--- config.mk ---
export PLATFORM = sky130hd
export DESIGN_NAME = decode_stage_flat
export DESIGN_NICKNAME = d
export VERILOG_FILES = /design/src/rtl/riscv_pkg.sv /design/src/rtl/decode_stage_if.sv /design/src/rtl/decode_stage_ctrl_dec.sv /design/src/rtl/decode_stage.sv /design/src/flat_wrapper.sv
export SDC_FILE = /design/constraint.sdc
export NUM_CORES = 1
export LEC_CHECK = 0
export BUFFER_PORTS_ARGS = -buffer_cell sky130_fd_sc_hd__buf_4
export CAP_MARGIN = 15
export CORE_AREA = 2 2 154 156
export DETAILED_ROUTE_END_ITERATION = 16
export DIE_AREA = 0 0 156 158
export PLACE_DENSITY = 0.72
export SKIP_LAST_GASP = 1
export SYNTH_ARGS = -nofsm -noshare
export SYNTH_HDL_FRONTEND = slang
export SYNTH_SLANG_ARGS = --single-unit
export TNS_END_PERCENT = 5
--- constraint.sdc ---
create_clock -name clk -period 4.1 [get_ports clk]
set_input_delay 1.23 -clock clk [delete_from_list [all_inputs] [get_ports clk]]
set_output_delay 1.23 -clock clk [all_outputs]
set_load 0.05 [all_outputs]
--- src/rtl/riscv_pkg.sv ---
// riscv_pkg: opcodes, control encodings and the immediate extender shared by the ID stage.
// Latency: n/a (types, constants and one combinational helper function).
// Backpressure: n/a.
package riscv_pkg;

  localparam logic [6:0] OP_LOAD   = 7'b0000011;
  localparam logic [6:0] OP_STORE  = 7'b0100011;
  localparam logic [6:0] OP_RTYPE  = 7'b0110011;
  localparam logic [6:0] OP_IALU   = 7'b0010011;
  localparam logic [6:0] OP_BRANCH = 7'b1100011;
  localparam logic [6:0] OP_JAL    = 7'b1101111;
  localparam logic [6:0] OP_LUI    = 7'b0110111;

  typedef enum logic [2:0] {
    IMM_I = 3'd0,
    IMM_S = 3'd1,
    IMM_B = 3'd2,
    IMM_J = 3'd3,
    IMM_U = 3'd4
  } imm_src_t;

  typedef enum logic [2:0] {
    ALU_ADD = 3'b000,
    ALU_SUB = 3'b001,
    ALU_AND = 3'b010,
    ALU_OR  = 3'b011,
    ALU_SLT = 3'b101
  } alu_ctrl_t;

  typedef enum logic [1:0] {
    RES_ALU  = 2'b00,
    RES_LOAD = 2'b01,
    RES_PC4  = 2'b10
  } result_src_t;

  // use_rs1/use_rs2 tell the hazard logic which source fields are real
  // register reads for this format (I/U/J fields overlap immediate bits).
  typedef struct packed {
    logic        reg_write;
    logic        mem_write;
    logic        jump;
    logic        branch;
    logic        alu_src;
    result_src_t result_src;
    alu_ctrl_t   alu_ctrl;
    imm_src_t    imm_src;
    logic        use_rs1;
    logic        use_rs2;
  } ctrl_t;

  // Only instr[31:7] carries immediate bits; result is sign-extended to 32.
  function automatic logic [31:0] imm_extend(input logic [31:7] ib, input imm_src_t src);
    logic [31:0] imm;
    case (src)
      IMM_S:   imm = {{20{ib[31]}}, ib[31:25], ib[11:7]};
      IMM_B:   imm = {{20{ib[31]}}, ib[7], ib[30:25], ib[11:8], 1'b0};
      IMM_J:   imm = {{12{ib[31]}}, ib[19:12], ib[20], ib[30:21], 1'b0};
      IMM_U:   imm = {ib[31:12], 12'b0};
      default: imm = {{20{ib[31]}}, ib[31:20]};
    endcase
    return imm;
  endfunction

endpackage

--- src/rtl/decode_stage_if.sv ---
// decode_stage_if: IF/ID inputs, reg_file/WB ports and ID/EX outputs of the ID stage.
// Latency: n/a (wiring only); slave = decode stage, master = surrounding pipeline.
// Backpressure: stall_d flows back to IF; no other flow control.
interface decode_stage_if #(
  parameter int Width = 32
);
  logic [31:0]      instr_d;
  logic [Width-1:0] pc_d;
  logic [Width-1:0] pc_plus4_d;
  logic             valid_d;
  logic             flush_d;
  logic             flush_e;
  logic [4:0]       rs1_d;
  logic [4:0]       rs2_d;
  logic [Width-1:0] rd1_d;
  logic [Width-1:0] rd2_d;
  logic [4:0]       rd_w;
  logic             reg_write_w;
  logic [Width-1:0] result_w;
  logic             stall_d;
  logic             valid_e;
  logic [Width-1:0] rd1_e;
  logic [Width-1:0] rd2_e;
  logic [Width-1:0] imm_ext_e;
  logic [Width-1:0] pc_e;
  logic [Width-1:0] pc_plus4_e;
  logic [4:0]       rs1_e;
  logic [4:0]       rs2_e;
  logic [4:0]       rd_e;
  logic             reg_write_e;
  logic             mem_write_e;
  logic             jump_e;
  logic             branch_e;
  logic             alu_src_e;
  logic [1:0]       result_src_e;
  logic [2:0]       alu_ctrl_e;

  modport slave (
    input  instr_d, pc_d, pc_plus4_d, valid_d, flush_d, flush_e,
    input  rd1_d, rd2_d, rd_w, reg_write_w, result_w,
    output rs1_d, rs2_d, stall_d,
    output valid_e, rd1_e, rd2_e, imm_ext_e, pc_e, pc_plus4_e, rs1_e, rs2_e, rd_e,
    output reg_write_e, mem_write_e, jump_e, branch_e, alu_src_e, result_src_e, alu_ctrl_e
  );

  modport master (
    output instr_d, pc_d, pc_plus4_d, valid_d, flush_d, flush_e,
    output rd1_d, rd2_d, rd_w, reg_write_w, result_w,
    input  rs1_d, rs2_d, stall_d,
    input  valid_e, rd1_e, rd2_e, imm_ext_e, pc_e, pc_plus4_e, rs1_e, rs2_e, rd_e,
    input  reg_write_e, mem_write_e, jump_e, branch_e, alu_src_e, result_src_e, alu_ctrl_e
  );
endinterface

--- src/rtl/decode_stage_ctrl_dec.sv ---
// ctrl_dec: RV32I main decoder + ALU decoder (opcode/funct3/funct7[5] -> controls, imm_src).
// Latency: purely combinational.
// Backpressure: none; unsupported opcodes decode to all-zero controls (NOP).
// Ports: opcode, funct3, funct7b5 in; ctrl (riscv_pkg::ctrl_t) out.
module ctrl_dec
  import riscv_pkg::*;
(
  input  logic [6:0] opcode,
  input  logic [2:0] funct3,
  input  logic       funct7b5,
  output ctrl_t      ctrl
);

  logic [1:0] alu_op;  // 00 add, 01 sub, 10 from funct3

  always_comb begin
    ctrl   = '0;
    alu_op = 2'b00;
    case (opcode)
      OP_LOAD: begin
        ctrl.reg_write  = 1'b1;
        ctrl.alu_src    = 1'b1;
        ctrl.result_src = RES_LOAD;
        ctrl.use_rs1    = 1'b1;
      end
      OP_STORE: begin
        ctrl.mem_write = 1'b1;
        ctrl.alu_src   = 1'b1;
        ctrl.imm_src   = IMM_S;
        ctrl.use_rs1   = 1'b1;
        ctrl.use_rs2   = 1'b1;
      end
      OP_RTYPE: begin
        ctrl.reg_write = 1'b1;
        ctrl.use_rs1   = 1'b1;
        ctrl.use_rs2   = 1'b1;
        alu_op         = 2'b10;
      end
      OP_IALU: begin
        ctrl.reg_write = 1'b1;
        ctrl.alu_src   = 1'b1;
        ctrl.use_rs1   = 1'b1;
        alu_op         = 2'b10;
      end
      OP_BRANCH: begin
        ctrl.branch  = 1'b1;
        ctrl.imm_src = IMM_B;
        ctrl.use_rs1 = 1'b1;
        ctrl.use_rs2 = 1'b1;
        alu_op       = 2'b01;
      end
      OP_JAL: begin
        ctrl.reg_write  = 1'b1;
        ctrl.jump       = 1'b1;
        ctrl.imm_src    = IMM_J;
        ctrl.result_src = RES_PC4;
      end
      OP_LUI: begin
        ctrl.reg_write = 1'b1;
        ctrl.alu_src   = 1'b1;
        ctrl.imm_src   = IMM_U;
      end
      default: ;
    endcase

    case (alu_op)
      2'b00: ctrl.alu_ctrl = ALU_ADD;
      2'b01: ctrl.alu_ctrl = ALU_SUB;
      default: begin
        case (funct3)
          // funct7[5] selects sub only for R-type; for addi it is an immediate bit.
          3'b000:  ctrl.alu_ctrl = (opcode == OP_RTYPE && funct7b5) ? ALU_SUB : ALU_ADD;
          3'b010:  ctrl.alu_ctrl = ALU_SLT;
          3'b110:  ctrl.alu_ctrl = ALU_OR;
          3'b111:  ctrl.alu_ctrl = ALU_AND;
          default: ctrl.alu_ctrl = ALU_ADD;
        endcase
      end
    endcase
  end

endmodule

--- src/rtl/decode_stage.sv ---
// decode_stage: RV32I ID stage -- decode, imm extend, x0/WB operand select, hazards, ID/EX register.
// Latency: one cycle instr_d -> *_e; stall_d is combinational in the decode cycle.
// Backpressure: load-use (and WB read hazard without `DECODE_WB_BYPASS_EN) raises stall_d and loads a bubble.
// Ports: clk, rst_n (async active-low), bus (decode_stage_if.slave: IF/ID, reg_file a1/a2/rd1/rd2, WB, ID/EX).
// Option: `DECODE_WB_BYPASS_EN forwards result_w into a same-cycle matching operand instead of stalling.
module decode_stage
  import riscv_pkg::*;
#(
  parameter int Width = 32
) (
  input logic           clk,
  input logic           rst_n,
  decode_stage_if.slave bus
);

  typedef struct packed {
    logic        valid;
    logic [Width-1:0] rd1;
    logic [Width-1:0] rd2;
    logic [Width-1:0] imm;
    logic [Width-1:0] pc;
    logic [Width-1:0] pc4;
    logic [4:0]  rs1;
    logic [4:0]  rs2;
    logic [4:0]  rd;
    logic        reg_write;
    logic        mem_write;
    logic        jump;
    logic        branch;
    logic        alu_src;
    result_src_t result_src;
    alu_ctrl_t   alu_ctrl;
  } idex_t;

  ctrl_t              ctrl;
  logic [4:0]         rs1, rs2, rd;
  logic signed [31:0] imm32;
  logic [Width-1:0]   op1, op2;
  logic               wb_hit1, wb_hit2;
  logic               live, lu, stall, bubble;
  idex_t              ex_d, ex_q;

  ctrl_dec u_ctrl_dec (
    .opcode   (bus.instr_d[6:0]),
    .funct3   (bus.instr_d[14:12]),
    .funct7b5 (bus.instr_d[30]),
    .ctrl     (ctrl)
  );

  assign rs1       = bus.instr_d[19:15];
  assign rs2       = bus.instr_d[24:20];
  assign rd        = bus.instr_d[11:7];
  assign bus.rs1_d = rs1;
  assign bus.rs2_d = rs2;
  assign imm32     = imm_extend(bus.instr_d[31:7], ctrl.imm_src);

  // reg_file is written at the edge ending this cycle, so its read port still shows the old value.
  assign wb_hit1 = bus.reg_write_w && (bus.rd_w != 5'd0) && (bus.rd_w == rs1);
  assign wb_hit2 = bus.reg_write_w && (bus.rd_w != 5'd0) && (bus.rd_w == rs2);

  always_comb begin
    op1 = bus.rd1_d;
    op2 = bus.rd2_d;
`ifdef DECODE_WB_BYPASS_EN
    if (wb_hit1) op1 = bus.result_w;
    if (wb_hit2) op2 = bus.result_w;
`endif
    // x0 wins over everything, including a (malformed) bypass.
    if (rs1 == 5'd0) op1 = '0;
    if (rs2 == 5'd0) op2 = '0;
  end

  assign live = bus.valid_d && !bus.flush_d;
  assign lu   = ex_q.valid && (ex_q.result_src == RES_LOAD) && (ex_q.rd != 5'd0) &&
                ((ctrl.use_rs1 && ex_q.rd == rs1) || (ctrl.use_rs2 && ex_q.rd == rs2)) && live;

`ifdef DECODE_WB_BYPASS_EN
  assign stall = lu;
`else
  // Without the bypass the matching operand is re-read next cycle, after the write lands.
  assign stall = lu || (((ctrl.use_rs1 && wb_hit1) || (ctrl.use_rs2 && wb_hit2)) && live);
`endif

  assign bus.stall_d = stall;
  assign bubble      = bus.flush_e || stall || bus.flush_d || !bus.valid_d;

  always_comb begin
    ex_d            = '0;
    ex_d.valid      = 1'b1;
    ex_d.rd1        = op1;
    ex_d.rd2        = op2;
    ex_d.imm        = Width'(imm32);
    ex_d.pc         = bus.pc_d;
    ex_d.pc4        = bus.pc_plus4_d;
    ex_d.rs1        = rs1;
    ex_d.rs2        = rs2;
    ex_d.rd         = rd;
    ex_d.reg_write  = ctrl.reg_write;
    ex_d.mem_write  = ctrl.mem_write;
    ex_d.jump       = ctrl.jump;
    ex_d.branch     = ctrl.branch;
    ex_d.alu_src    = ctrl.alu_src;
    ex_d.result_src = ctrl.result_src;
    ex_d.alu_ctrl   = ctrl.alu_ctrl;
  end

  always_ff @(posedge clk or negedge rst_n) begin
    if (!rst_n) begin
      ex_q <= '0;
    end else if (bubble) begin
      ex_q <= '0;
    end else begin
      ex_q <= ex_d;
    end
  end

  assign bus.valid_e      = ex_q.valid;
  assign bus.rd1_e        = ex_q.rd1;
  assign bus.rd2_e        = ex_q.rd2;
  assign bus.imm_ext_e    = ex_q.imm;
  assign bus.pc_e         = ex_q.pc;
  assign bus.pc_plus4_e   = ex_q.pc4;
  assign bus.rs1_e        = ex_q.rs1;
  assign bus.rs2_e        = ex_q.rs2;
  assign bus.rd_e         = ex_q.rd;
  assign bus.reg_write_e  = ex_q.reg_write;
  assign bus.mem_write_e  = ex_q.mem_write;
  assign bus.jump_e       = ex_q.jump;
  assign bus.branch_e     = ex_q.branch;
  assign bus.alu_src_e    = ex_q.alu_src;
  assign bus.result_src_e = ex_q.result_src;
  assign bus.alu_ctrl_e   = ex_q.alu_ctrl;

endmodule

--- src/flat_wrapper.sv ---
// flat-port wrapper written by rule: the top's interface ports become plain ports
module decode_stage_flat import riscv_pkg::*;
#(
  parameter int Width = 32
)
  (clk, rst_n, bus_instr_d, bus_pc_d, bus_pc_plus4_d, bus_valid_d, bus_flush_d, bus_flush_e, bus_rd1_d, bus_rd2_d, bus_rd_w, bus_reg_write_w, bus_result_w, bus_rs1_d, bus_rs2_d, bus_stall_d, bus_valid_e, bus_rd1_e, bus_rd2_e, bus_imm_ext_e, bus_pc_e, bus_pc_plus4_e, bus_rs1_e, bus_rs2_e, bus_rd_e, bus_reg_write_e, bus_mem_write_e, bus_jump_e, bus_branch_e, bus_alu_src_e, bus_result_src_e, bus_alu_ctrl_e);
  decode_stage_if #(.Width(Width)) bus_i ();
  input logic clk;
  input logic rst_n;
  input wire logic [$bits(bus_i.instr_d)-1:0] bus_instr_d;
  input wire logic [$bits(bus_i.pc_d)-1:0] bus_pc_d;
  input wire logic [$bits(bus_i.pc_plus4_d)-1:0] bus_pc_plus4_d;
  input wire logic [$bits(bus_i.valid_d)-1:0] bus_valid_d;
  input wire logic [$bits(bus_i.flush_d)-1:0] bus_flush_d;
  input wire logic [$bits(bus_i.flush_e)-1:0] bus_flush_e;
  input wire logic [$bits(bus_i.rd1_d)-1:0] bus_rd1_d;
  input wire logic [$bits(bus_i.rd2_d)-1:0] bus_rd2_d;
  input wire logic [$bits(bus_i.rd_w)-1:0] bus_rd_w;
  input wire logic [$bits(bus_i.reg_write_w)-1:0] bus_reg_write_w;
  input wire logic [$bits(bus_i.result_w)-1:0] bus_result_w;
  output wire logic [$bits(bus_i.rs1_d)-1:0] bus_rs1_d;
  output wire logic [$bits(bus_i.rs2_d)-1:0] bus_rs2_d;
  output wire logic [$bits(bus_i.stall_d)-1:0] bus_stall_d;
  output wire logic [$bits(bus_i.valid_e)-1:0] bus_valid_e;
  output wire logic [$bits(bus_i.rd1_e)-1:0] bus_rd1_e;
  output wire logic [$bits(bus_i.rd2_e)-1:0] bus_rd2_e;
  output wire logic [$bits(bus_i.imm_ext_e)-1:0] bus_imm_ext_e;
  output wire logic [$bits(bus_i.pc_e)-1:0] bus_pc_e;
  output wire logic [$bits(bus_i.pc_plus4_e)-1:0] bus_pc_plus4_e;
  output wire logic [$bits(bus_i.rs1_e)-1:0] bus_rs1_e;
  output wire logic [$bits(bus_i.rs2_e)-1:0] bus_rs2_e;
  output wire logic [$bits(bus_i.rd_e)-1:0] bus_rd_e;
  output wire logic [$bits(bus_i.reg_write_e)-1:0] bus_reg_write_e;
  output wire logic [$bits(bus_i.mem_write_e)-1:0] bus_mem_write_e;
  output wire logic [$bits(bus_i.jump_e)-1:0] bus_jump_e;
  output wire logic [$bits(bus_i.branch_e)-1:0] bus_branch_e;
  output wire logic [$bits(bus_i.alu_src_e)-1:0] bus_alu_src_e;
  output wire logic [$bits(bus_i.result_src_e)-1:0] bus_result_src_e;
  output wire logic [$bits(bus_i.alu_ctrl_e)-1:0] bus_alu_ctrl_e;
  assign bus_i.instr_d = bus_instr_d;
  assign bus_i.pc_d = bus_pc_d;
  assign bus_i.pc_plus4_d = bus_pc_plus4_d;
  assign bus_i.valid_d = bus_valid_d;
  assign bus_i.flush_d = bus_flush_d;
  assign bus_i.flush_e = bus_flush_e;
  assign bus_i.rd1_d = bus_rd1_d;
  assign bus_i.rd2_d = bus_rd2_d;
  assign bus_i.rd_w = bus_rd_w;
  assign bus_i.reg_write_w = bus_reg_write_w;
  assign bus_i.result_w = bus_result_w;
  assign bus_rs1_d = bus_i.rs1_d;
  assign bus_rs2_d = bus_i.rs2_d;
  assign bus_stall_d = bus_i.stall_d;
  assign bus_valid_e = bus_i.valid_e;
  assign bus_rd1_e = bus_i.rd1_e;
  assign bus_rd2_e = bus_i.rd2_e;
  assign bus_imm_ext_e = bus_i.imm_ext_e;
  assign bus_pc_e = bus_i.pc_e;
  assign bus_pc_plus4_e = bus_i.pc_plus4_e;
  assign bus_rs1_e = bus_i.rs1_e;
  assign bus_rs2_e = bus_i.rs2_e;
  assign bus_rd_e = bus_i.rd_e;
  assign bus_reg_write_e = bus_i.reg_write_e;
  assign bus_mem_write_e = bus_i.mem_write_e;
  assign bus_jump_e = bus_i.jump_e;
  assign bus_branch_e = bus_i.branch_e;
  assign bus_alu_src_e = bus_i.alu_src_e;
  assign bus_result_src_e = bus_i.result_src_e;
  assign bus_alu_ctrl_e = bus_i.alu_ctrl_e;
  decode_stage #(.Width(Width)) u_core (.clk(clk), .rst_n(rst_n), .bus(bus_i));
endmodule
# After elaboration in Yosys (flattened, before gate mapping)
# Cells that the tools add are included.
[word_totals]
out_inout_bits = 197
reg_bits = 186
wordCells = 86
input_bits = 203
[classes]
reduce_logical = 33
n_mux = 17
eq_ne = 20
[ops]
columns = ["op", "n"]
rows = [
  ["$mux 186", 1],
  ["$pmux 31 s4", 1],
  ["$mux 32", 2],
  ["$pmux 3 s4", 2],
  ["$eq 7x6->1 const B", 3],
  ["$eq 5x5->1", 4],
  ["$eq 7x7->1 const B", 2],
  ["$logic_and 1x1->1", 14],
  ["$logic_not 5->1", 2],
  ["$reduce_bool 5->1", 2],
  ["$reduce_or 5->1", 2],
  ["$eq 3x2->1 const B", 3],
  ["$eq 3x3->1 const B", 3],
  ["$mux 1", 8],
  ["$pmux 2 s2", 2],
  ["$eq 7x2->1 const B", 1],
  ["$eq 7x5->1 const B", 1],
  ["$logic_or 1x1->1", 6],
  ["$pmux 3 s2", 1],
  ["$eq 2x1->1 const B", 2],
  ["$reduce_or 4->1", 1],
  ["$eq 3x1->1 const B", 1],
  ["$logic_not 3->1", 1],
  ["$reduce_or 3->1", 1],
  ["3 further kinds", 4],
]

# Depth between registers and ports, before layout
# Gate-level depths: netlist of the first run.
[depth]
word_depth = 12
depth_mapped = 8
depth_no_buf = 5

# Hierarchy
# A second synthesis of the first run with hierarchy kept.
[unflattened]
cells_unflattened = 578
area_unflattened_um2 = 7076.8
[by_module_without_submodules]
columns = ["module", "area_each_um2", "cells_each", "instances", "seq_area_each_um2"]
rows = [
  ["decode_stage", 6817.8, 538, 1, 4654.5],
  ["ctrl_dec", 259.0, 40, 1, 0.0],
]

# Least setup slack after synthesis of the first run
# OpenSTA, ideal clock, no wires.
[synth_path]
path_kind = "input -> output"
startpoint = "input bus_instr_d[20]"
endpoint = "output bus_stall_d"
cell_stages = 7
t_arrival_ns = 2.974
required_time_ns = 2.870
n_path_buf = 2
path_slack_ns = -0.104
cell_sequence = "clkbuf_1 -> xnor2_1 -> nand3_1 -> nor4_1 -> a311oi_1 -> clkbuf_1 -> a21oi_1"
[synth_via]
elab_chain_cells = 6
elab_cells_between_ends = 11
cone_classes = "eq/ne (2); reduce/logical (9)"
[synth_lines]
columns = ["item", "line_no", "rtl"]
rows = [
  ["from (decl)", "flat_wrapper.sv:10", "input wire logic [$bits(bus_i.instr_d)-1:0] bus_instr_d;"],
  ["$eq 5x5->1, on equally long branches", "decode_stage.sv:75, decode_stage.sv:59", ""],
  ["$logic_and 1x1->1, on equally long branches", "decode_stage.sv:75, decode_stage.sv:59", ""],
  ["$logic_or 1x1->1 or $logic_and 1x1->1 (tied branches)", "decode_stage.sv:75, decode_stage.sv:81", ""],
  ["$logic_and 1x1->1 or $logic_or 1x1->1 (tied branches)", "decode_stage.sv:74, decode_stage.sv:81", ""],
  ["$logic_and 1x1->1, on equally long branches", "decode_stage.sv:75, decode_stage.sv:81", ""],
  ["$logic_or 1x1->1 *", "decode_stage.sv:81", "assign stall = lu || (((ctrl.use_rs1 && wb_hit1) || (ctrl.use_rs2 && wb_hit2)) && live);"],
  ["to (decl)", "flat_wrapper.sv:23", "output wire logic [$bits(bus_i.stall_d)-1:0] bus_stall_d;"],
]
# Mark *: on every way between the ends. The rest lies on a longest branch, timed or not.

# Worst setup path after layout of the first run
[layout_path]
startpoint = "input bus_rd_w[0]"
endpoint = "output bus_stall_d"
[layout_via]
elab_chain_cells = 7
elab_cells_between_ends = 11
cone_classes = "eq/ne (2); reduce/logical (9)"
[layout_lines]
columns = ["item", "line_no", "rtl"]
rows = [
  ["from (decl)", "flat_wrapper.sv:18", "input wire logic [$bits(bus_i.rd_w)-1:0] bus_rd_w;"],
  ["$reduce_bool 5->1", "decode_stage.sv:58, decode_stage.sv:59", ""],
  ["$logic_and 1x1->1", "decode_stage.sv:58, decode_stage.sv:59", ""],
  ["$logic_and 1x1->1, on equally long branches", "decode_stage.sv:58, decode_stage.sv:59", ""],
  ["$logic_and 1x1->1", "decode_stage.sv:81", ""],
  ["$logic_or 1x1->1 *", "decode_stage.sv:81", ""],
  ["$logic_and 1x1->1 *", "decode_stage.sv:81", ""],
  ["$logic_or 1x1->1 *", "decode_stage.sv:81", ""],
]
# Marked as above.

==> impl_metrics.yaml, run 1 <==
clock_tree:
  clkSlewWorstSetupHoldPaths_ps: 70
  cts_root_buf: "clkbuf_16"
  postCtsSetupRepairBufs: 0
  cts_made_buffers: 17
  cts_tree: "built"
  cts-htree-levels: 4
  insertion_delay_ps: 430
  cts_sinks: 186
  cts_buffer_depth: 2
grt:
  grt_max_degree: 96
  overflow: 0
  antenna_found_initial: 0
  grt_pass1_vias: 6325
  grt_use_total: 0.1939
  grt_pass1_wl_mm: 35.96
worst_setup_path:
  cp_num_buf_inv: 2
  ff2ff_path_depth: 7
  r2r-start: "u_core.bus.rd_e[0]"
  crit_type: "input pin to primary output"
  critPathLaunchType: "input pin"
  critPathMaxStageDelay_ps: 580
  cp_max_fo: 3
  cp.required_ps: 2870
  r2r_setup_slack_ps: 1350
  cpMostUsedCell: "buf_4"
  cp-startpoint: "bus_rd_w[0]"
  cpMaxStageDelayCell: "or4_1"
  cp-end-kind: "primary output"
  cp.depth: 7
  r2r_end: "u_core.bus.rd1_e[0]"
  cp-endpoint: "bus_stall_d"
  crit_family: "simple AND/OR/NAND/NOR gates"
  cp_cell_sequence: "buf_4, or4_1, nor2_2, nor2_1, a311oi_4, a21oi_2, buf_4"
  cp.arrival_ps: 2790
synthesis:
  synth_cell_types: 48
  syn_inst: 630
  ys.flop_type: "dfrtp_1"
  synth_nets: 833
  synth_top_cell_by_area: "dfrtp_1"
  ys_seq_area_frac: 0.5999
  synth_top_area_frac: 0.5999
  ys_top_cells_by_area: "dfrtp_1 (60%), nand3_2 (7.5%), and3_1 (6.6%), nor2_2 (4.8%), buf_12 (1.8%)"
  synth_edf_count: 0
  ys_warn_count: 0
  synthesis.area_um2: 7759
  synthArstFlopShare: 1.000
  ys_ff_latch: 186
  avgSynthCellArea_um2: 12.32
die:
  die_height_um: 158
  dieArea_um2: 24650
  initial_core_util: 0.3366
  pin_count: 400
  core_area_um2: 23050
  die_w_um: 156
  rows: 56
final_layout:
  finalInstanceArea_um2: 11320
  final_layout_size_suffix_gt1_frac: 0.5749
  nNetsFinal: 1178
  multi_input_area_um2: 2739
  synthToLayoutAreaGrowth_pct: 45.94
  fin_cells: 1278
  antennaDiodeCount: 0
  fill_cells: 2108
  seqCellArea_um2: 4654
timing:
  setup_viol: 0
  hold_viol: 0
  period_minus_slack_ps: 4020
  worst_pin_slew_ps: 993.1
  finClkSkew_ps: 11.42
  maxSlewHeadroom: 0.3356
  fmax_mhz: 248.8
  fin_tns_setup_ps: 0
  setup_ws_ps: 80.01
  slew_violations: 0
  finalCritPeriodShare: 0.9805
detailed_routing:
  viasPerCell: 4.891
  wl_per_cell_um: 19.32
  ant_nets: 0
  wl_mm: 24.69
  vias: 6251
  drtIter0Drc: 373
  drc: 0
  first_pass_iters: 4
worst_hold_path:
  hold_class: "input pin to asynchronous set/reset pin"
place:
  place_area_um2: 10720
  place_congestion: 0.7872
  place.port_buffers: 367
  placed_cells: 1246
  dp_hpwl_mm: 17.78
  place_ws_ps: 21.29
pwr:
  p_int_mw: 2.922
  power_leakage_nw: 6.016
  p_sw_frac: 0.2929
  power_density_nw_per_um2: 364.9
  peakVddDrop_v: 0.0002572
  clkPwrFrac: 0.394
  power.total_mw: 4.132
  p_sw_mw: 1.210
  p_seq_frac: 0.458
  comb_power_share: 0.148
outcome:
  status: "completed"
job:
  drv_cap: 0
sequential cells by signal, indices dropped and copies added (netlist names):
| signal | flops |
|---|---|
| u_core.bus.imm_ext_e | 32 |
| u_core.bus.rs2_e | 5 |
| u_core.bus.valid_e | 1 |
| u_core.bus.result_src_e | 2 |
| u_core.bus.rd1_e | 32 |
| u_core.bus.rd2_e | 32 |
| u_core.bus.branch_e | 1 |
| u_core.bus.alu_src_e | 1 |
| u_core.bus.mem_write_e | 1 |
| u_core.bus.jump_e | 1 |
| u_core.bus.rd_e | 5 |
| u_core.bus.reg_write_e | 1 |
| u_core.bus.pc_plus4_e | 32 |
| u_core.bus.alu_ctrl_e | 3 |
| u_core.bus.rs1_e | 5 |
| u_core.bus.pc_e | 32 |
synthesized netlist by cell type (all sizes together) (4+ instances only):
master	n
nand2	20
a22oi	6
mux2i	9
nor4	5
nor2	86
buf	45
dfrtp	186
clkbuf	19
a2111oi	11
nand3	80
xor2	7
o21ai	4
xnor2	13
nor3	24
and3	82
cell type report:
type                       count  area share
sequential                   186      0.4110
timing repair buffer         390      0.2635
multi-input combinational    379      0.2419
clock buffer                  17     0.03757
tap                          290     0.03204
clock inverter                15     0.01359
inverter                       1   0.0003315
placed cells by master, fill, tap and decap left out, types with 2 or more instances in the layout:
cell type	n
a2111oi_1	2
a2111oi_2	9
a211oi_1	2
a22oi_1	6
and3_1	82
and3b_1	2
buf_12	4
buf_4	385
clkbuf_16	17
clkinv_2	2
clkinv_4	3
clkinv_8	3
dfrtp_1	186
inv_6	4
inv_8	3
mux2i_1	9
nand2_1	19
nand2b_1	3
nand3_1	21
nand3_2	59
nand3b_1	3
nand4_1	3
nor2_1	25
nor2_2	61
nor3_1	23
nor4_1	2
nor4_2	3
o21ai_1	2
xnor2_1	13
xor2_1	7
per-stage QoR:
| stage | hold WS [ps] | utilization |
|---|---|---|
| after detailed placement | 1203 | 0.4652 |
| after floorplan | 934.4 | - |
| final | 815.2 | 0.4912 |
| after global routing | 859.8 | 0.4912 |
| after global placement | 1188 | 0.4652 |
| after CTS | 841.6 | 0.4903 |
how the worst min path moves through the flow:
| stage | depth (start not counted) | slack, ps | end | start |
|---|---|---|---|---|
| after floorplan | 0 | 930 | u_core.bus.alu_ctrl_e[0] | rst_n |
| after global placement | 5 | 1190 | u_core.bus.rd2_e[29] | u_core.bus.rd_e[1] |
| after detailed placement | 5 | 1200 | u_core.bus.rd2_e[31] | u_core.bus.rd_e[1] |
| after CTS | 1 | 840 | u_core.bus.pc_plus4_e[26] | rst_n |
| after global routing | 1 | 860 | u_core.bus.pc_plus4_e[21] | rst_n |
| final | 1 | 820 | u_core.bus.pc_plus4_e[26] | rst_n |
power by group through the flow:
stage | Combinational [mW] | Sequential (mW) | Clock, mW
after floorplan | 0.152 | 2.09 | 0
after global placement | 0.609 | 1.93 | 0
after detailed placement | 0.615 | 1.93 | 0
after CTS | 0.617 | 1.89 | 1.68
after global routing | 0.649 | 1.90 | 1.74
final | 0.610 | 1.89 | 1.63
per-layer routing:
metal,vias up,part of all wire,global-route usage
met5,-,0,0
met4,0,0.020,0.06946
met3,32,0.083,0.05940
met2,282,0.50,0.3346
met1,3094,0.39,0.2294
li1,2843,-,-
cells by family after synthesis:
group / synth area share
mux: 0.01161
xor+xnor: 0.02258
flops: 0.5999
simple gates: 0.2666
buf+inv: 0.05531
compound gates: 0.04403
worst register-to-register path: stages (launching register included):
cell	delay, ps
dfrtp_1	460
or4_4	580
o21a_4	230
a41oi_4	280
buf_4	340
buf_4	510
nand3_1	180
nor2_2	110
what timing repair did:
action | 4_1_cts | 5_1_grt
gates resized for setup | 0 | 4
setup endpoints to repair | 0 | 1
hold buffers | 0 | 0
(Power assumes the default switching activity.)
==> run 2, diff against run 1 <==
--- a/config.mk
+++ b/config.mk
@@ -7,12 +7,13 @@
 export LEC_CHECK = 0
 export BUFFER_PORTS_ARGS = -buffer_cell sky130_fd_sc_hd__buf_4
 export CAP_MARGIN = 15
-export CORE_AREA = 2 2 154 156
+export CORE_AREA = 2 2 155 157
 export DETAILED_ROUTE_END_ITERATION = 16
-export DIE_AREA = 0 0 156 158
-export PLACE_DENSITY = 0.72
+export DIE_AREA = 0 0 157 159
+export PLACE_DENSITY = 0.68
 export SKIP_LAST_GASP = 1
 export SYNTH_ARGS = -nofsm -noshare
 export SYNTH_HDL_FRONTEND = slang
+export SYNTH_HIERARCHICAL = 1
 export SYNTH_SLANG_ARGS = --single-unit
 export TNS_END_PERCENT = 5
==> run 2 against run 1 <==
  * Global-route usage decreased by 1.4 points
  * Clock-buffer cell count rose by 1
  * Critical path depth up 1
  * Clock power decreased by 2%
  * Non-clock buffer count is 7 lower
  * Fmax up 0.46%
  * First-iteration DRC count decreased by 26%
  * Design area shrank 5.1%
  * Setup slack gained 18 ps
  * Sequential power about the same
  * Wire length fell by 7.7%
  * Combinational power shrank 3.8%
==> impl_metrics.yaml, run 2 <==
outcome:
  status: "completed"
grt:
  grt_use_total: 0.1798
  grt_pass1_vias: 5685
  met3_usage: 0.03838
  grt.busiest_layer: "met2"
  overflow: 0
  met2_usage: 0.3158
  grt_util_met1: 0.2191
  grt_pass1_wl_mm: 34.13
  grt_max_degree: 97
  antenna_found_initial: 0
die:
  initial_core_util: 0.3051
  pin_count: 400
  core_area_um2: 23190
  dieArea_um2: 24960
  rows: 56
  die_height_um: 159
  die_w_um: 157
clock_tree:
  cts_tree: "built"
  cts_buffer_depth: 2
  cts-htree-levels: 4
  cts_sinks: 186
  cts_made_buffers: 17
  insertion_delay_ps: 430
  clkSlewWorstSetupHoldPaths_ps: 80
  cts_root_buf: "clkbuf_16"
  postCtsSetupRepairBufs: 0
worst_hold_path:
  hold_class: "input pin to asynchronous set/reset pin"
synthesis:
  ys_top_cells_by_area: "dfrtp_1 (66%), and3_1 (7.9%), nor3b_1 (7.1%), xnor2_1 (2.6%), a21oi_1 (1.8%)"
  synth_common_cells: "dfrtp_1 (186), and3_1 (89), nor3b_1 (67)"
  synth_edf_count: 0
  ys_seq_area_frac: 0.6577
  ys_warn_count: 6
  synthesis.area_um2: 7077
  synth_top_cell_by_area: "dfrtp_1"
  avgSynthCellArea_um2: 12.24
  synth_cell_types: 41
  synth_nets: 781
  ys_ff_latch: 186
  synth_most_common_cell: "dfrtp_1"
  ys.flop_type: "dfrtp_1"
  syn_inst: 578
  synthArstFlopShare: 1.000
  synth_top_area_frac: 0.6577
worst_setup_path:
  critPathMaxStageDelay_ps: 420
  cp.depth: 8
  cp.arrival_ps: 2770
  cp.required_ps: 2870
  cp_max_fo: 4
  critPathLaunchType: "input pin"
  cpMostUsedCell: "buf_4"
  cp_cell_sequence: "buf_4, or3_4, a211oi_4, nand2_1, o22ai_2, a22oi_2, nor2_4, buf_4"
  crit_type: "input pin to primary output"
  cp_num_buf_inv: 2
  cp-end-kind: "primary output"
  crit_family: "simple AND/OR/NAND/NOR gates"
  cpMaxStageDelayCell: "or3_4"
  ff2ff_path_depth: 5
detailed_routing:
  wl_mm: 22.80
  viasPerCell: 4.534
  drc: 0
  ant_nets: 0
  vias: 5676
  first_pass_iters: 4
  drtIter0Drc: 276
  wl_per_cell_um: 18.21
pwr:
  power_density_nw_per_um2: 378.8
  comb_power_share: 0.144
  p_seq_frac: 0.465
  clkPwrFrac: 0.391
  p_sw_frac: 0.2809
  p_sw_mw: 1.144
  p_int_mw: 2.928
  peakVddDrop_v: 0.0002137
  power_leakage_nw: 5.706
final_layout:
  postLayoutCoreUtil: 0.4635
  nNetsFinal: 1124
  final_common_cell: "buf_4"
  fill_cells: 2155
  final_layout_size_suffix_gt1_frac: 0.4684
  synthToLayoutAreaGrowth_pct: 51.91
  layout_common_cells: "buf_4 (377), dfrtp_1 (186), and3_1 (89), nor3b_1 (67), a21oi_1 (25)"
  antennaDiodeCount: 0
timing:
  fmax_mhz: 249.9
  setup_viol: 0
  period_minus_slack_ps: 4002
  slew_violations: 0
  finClkSkew_ps: 23.45
  finalHoldWorstSlack_ps: 866.2
  maxSlewHeadroom: 0.3849
  worst_pin_slew_ps: 920.7
  finalCritPeriodShare: 0.9760
  hold_viol: 0
  rsz0062_at_grt: "false"
  fin_tns_setup_ps: 0
place:
  place.port_buffers: 367
  dp_hpwl_mm: 16.36
  place_congestion: 0.8143
job:
  drv_cap: 0
## run 2: cell count changes in the layout (fill, tap and decap cells not counted), moves of 8 or more
| cell | previous run | this run |
|---|---|---|
| a2111oi_2 | 9 | 0 |
| a21oi_1 | 1 | 25 |
| buf_4 | 385 | 377 |
| mux2i_1 | 9 | 0 |
| nand3_1 | 21 | 3 |
| nand3_2 | 59 | 0 |
| nor2_2 | 61 | 3 |
| nor3_1 | 23 | 5 |
| nor3b_1 | 0 | 67 |
| o21ai_0 | 1 | 20 |
| xnor2_1 | 13 | 21 |
## run 2: routing by layer
layer  part of all wire  wire length [um]
met2               0.53             11990
met4              0.018               413
met1               0.39              8991
met5                  0                 0
met3              0.062              1403
## run 2: what timing repair did
| action | CTS | global route |
|---|---|---|
| endpoints found under the hold margin | 0 | 0 |
| gates resized for setup | 0 | 2 |
| hold buffers | 0 | 0 |
| endpoints found under the setup margin | 0 | 1 |
## run 2: stage by stage
stage          cells  setup WS (ps)  power [mW]  area [um2]
6_report        1252          98.40       4.072       10750
2_1_floorplan    578          115.7       2.226        7116
3_5_place_dp    1221          30.36       2.519       10170
3_3_place_gp    1221          52.35       2.513       10170
4_1_cts         1252          30.62       4.126       10740
5_1_grt         1252          18.98       4.233       10750
## run 2: final timing paths
kind | start | end | slack [ps]
max in group asynchronous | rst_n | u_core/bus.rd_e[3] | 2420
setup reg to reg | u_core/bus.rd_e[0] | u_core/bus.pc_plus4_e[0] | 1940
hold reg to reg | u_core/bus.result_src_e[1] | u_core/bus.imm_ext_e[16] | 1290
min in group clk | bus_pc_d[22] | u_core/bus.pc_e[22] | 1030
setup / recovery | bus_instr_d[2] | bus_stall_d | 100
hold / removal | rst_n | u_core/bus.pc_plus4_e[4] | 870
## run 2: cell families (layout without fill, tap and decap cells)
family,count (synthesis),in the layout,share of synthesized area
AOI/OAI and AO/OA,65,65,0.05463
xor gates and xnor gates,22,22,0.02723
buffers and inverters,66,421,0.04738
DFF,186,186,0.6577
and+or+nand+nor,239,239,0.2130
## run 2: layout make-up
cell class / count / area, um2 / area share
inverters: 7 / 26.28 / 0.002444
clock buffers: 18 / 439.2 / 0.04085
repair buffers: 383 / 2944 / 0.2739
clock inverters: 13 / 133.9 / 0.01245
well taps: 319 / 399.1 / 0.03713
multi-input cells: 326 / 2153 / 0.2003
flip-flops and latches: 186 / 4654 / 0.4330
## run 2: power by group through the flow
stage / combinational (mW) / sequential (mW) / clock (mW)
2_1_floorplan: 0.135 / 2.09 / 0
3_3_place_gp: 0.585 / 1.93 / 0
3_5_place_dp: 0.591 / 1.93 / 0
4_1_cts: 0.592 / 1.89 / 1.64
5_1_grt: 0.624 / 1.90 / 1.71
6_report: 0.587 / 1.89 / 1.59
==> run 3, diff against run 2 <==
--- a/config.mk
+++ b/config.mk
@@ -10,7 +10,7 @@
 export CORE_AREA = 2 2 155 157
 export DETAILED_ROUTE_END_ITERATION = 16
 export DIE_AREA = 0 0 157 159
-export PLACE_DENSITY = 0.68
+export PLACE_DENSITY = 0.6
 export SKIP_LAST_GASP = 1
 export SYNTH_ARGS = -nofsm -noshare
 export SYNTH_HDL_FRONTEND = slang
==> run 3 against run 2 <==
  * Via count up 0.60%
  * Clock skew down 12 ps
  * Largest power group unchanged
  * Critical endpoint unchanged
  * Sequential share of layout area up 0.13 points
  * Combinational power down 1%
  * Worst hold slack worse by 80 ps
==> impl_metrics.yaml, run 3 (synthesis gave the netlist of run 2 again) <==
clock_tree:
  cts-htree-levels: 4
  cts_resized: 0
  clkSlewWorstSetupHoldPaths_ps: 80
  cts_buffer_depth: 2
  postCtsSetupRepairBufs: 0
  cts_root_buf: "clkbuf_16"
  cts_tree: "built"
  cts_sinks: 186
  insertion_delay_ps: 420
  cts_made_buffers: 17
  ctsHoldBuffers: 0
die:
  core_area_um2: 23190
  pin_count: 400
  initial_core_util: 0.3051
  die_height_um: 159
  die_w_um: 157
  dieArea_um2: 24960
  rows: 56
worst_setup_path:
  cp-end-kind: "primary output"
  critPathMaxStageDelay_ps: 410
  crit_type: "input pin to primary output"
  critPathLaunchType: "input pin"
  cpMostUsedCell: "buf_4"
  cp.arrival_ps: 2770
  cpMaxStageDelayCell: "or3_4"
  cp_max_fo: 4
  cp_cell_sequence: "buf_4, or3_4, a211oi_2, nand2_1, o22ai_2, a22oi_2, nor2_4, buf_4"
  cp.required_ps: 2870
outcome:
  status: "completed"
place:
  place.port_buffers: 367
  place_congestion: 0.8167
  place_area_um2: 10150
  placed_cells: 1226
  dp_hpwl_mm: 17.20
detailed_routing:
  wl_per_cell_um: 18.51
  drtIter0Drc: 272
  vias: 5710
  wl_mm: 23.33
  viasPerCell: 4.532
  drc: 0
  first_pass_iters: 4
  ant_nets: 0
timing:
  hold_viol: 0
  finalCritPeriodShare: 0.9748
  setup_viol: 0
  slew_violations: 0
  period_minus_slack_ps: 3997
  fin_tns_setup_ps: 0
  maxSlewHeadroom: 0.4180
  rsz0062_at_grt: "false"
  worst_pin_slew_ps: 871.2
  fmax_mhz: 250.2
  finClkSkew_ps: 11.54
grt:
  overflow: 0
  grt_pass1_vias: 5707
  grt_max_degree: 90
  grt_use_total: 0.1851
  antenna_found_initial: 4
  grt_pass1_wl_mm: 34.89
worst_hold_path:
  hold_class: "input pin to asynchronous set/reset pin"
pwr:
  power_density_nw_per_um2: 378.8
  power_leakage_nw: 5.705
  peakVddDrop_v: 0.0002335
final_layout:
  finalInstanceArea_um2: 10720
  nNetsFinal: 1129
  fill_cells: 2183
  postLayoutCoreUtil: 0.4621
  final_common_cell: "buf_4"
  synthToLayoutAreaGrowth_pct: 51.45
  final_layout_size_suffix_gt1_frac: 0.4696
  fin_cells: 1260
  layout_common_cells: "buf_4 (386), dfrtp_1 (186), and3_1 (89), nor3b_1 (67), a21oi_1 (26)"
job:
  drv_cap: 0
run 3: changes by cell type in the layout (fill, tap and decap cells not counted), moves of 2 or more:
cell      previous run  this run
buf_4              377       386
buf_12               5         1
clkinv_4             4         2
diode_2              0         2
inv_6                2         4
run 3: stage by stage:
step | setup slack [ps] | hold slack (ps) | total power [mW]
after global placement | 105.1 | 1123 | 2.511
after global routing | 37.35 | 813.7 | 4.224
after CTS | 77.44 | 818.2 | 4.111
after detailed placement | 84.89 | 1129 | 2.516
final | 103.3 | 785.7 | 4.060
after floorplan | 115.7 | 934.4 | 2.226
run 3: path summary, 6_finish.rpt:
| check | start | endpoint | slack, ps | cells past startpoint |
|---|---|---|---|---|
| worst max-delay path | bus_instr_d[2] | bus_stall_d | 100 | 8 |
| worst min-delay path | rst_n | u_core/bus.imm_ext_e[20] | 790 | 1 |
| worst max register to register | u_core/bus.rd_e[0] | u_core/bus.pc_e[2] | 1950 | 5 |
| worst min register to register | u_core/bus.result_src_e[1] | u_core/bus.valid_e | 1140 | 3 |
| max in group asynchronous | rst_n | u_core/bus.imm_ext_e[15] | 2360 | 2 |
| min in group clk | bus_pc_d[21] | u_core/bus.pc_e[21] | 1030 | 2 |
run 3: worst max-delay path, delay by kind of cell:
family / cells / cell delay, ps
buffers and inverters: 2 / 320
AO/OA/AOI/OAI: 3 / 600
AND/OR/NAND/NOR: 3 / 620
run 3: per-layer routing:
| metal | track usage | vias up | part of all wire |
|---|---|---|---|
| met3 | 0.04736 | 26 | 0.063 |
| met1 | 0.2288 | 2819 | 0.41 |
| met2 | 0.3178 | 185 | 0.51 |
| met5 | 0 | - | 0.0014 |
| met4 | 0.05379 | 4 | 0.015 |
| li1 | - | 2676 | - |
run 3: where the power goes:
| group | total [mW] | internal [mW] | switching, mW |
|---|---|---|---|
| Sequential | 1.89 | 1.88 | 0.0148 |
| Clock | 1.59 | 0.804 | 0.784 |
| Combinational | 0.580 | 0.227 | 0.352 |
| Total | 4.06 | 2.91 | 1.15 |
run 3: layout make-up:
type | instances | area, um2 | area share
timing repair buffer | 388 | 2932 | 0.2735
inverter | 7 | 26.28 | 0.002452
multi-input combinational | 326 | 2142 | 0.1999
clock buffer | 18 | 429.2 | 0.04004
tap | 319 | 399.1 | 0.03724
antenna | 2 | 5.005 | 0.0004670
sequential | 186 | 4654 | 0.4343
clock inverter | 14 | 130.1 | 0.01214
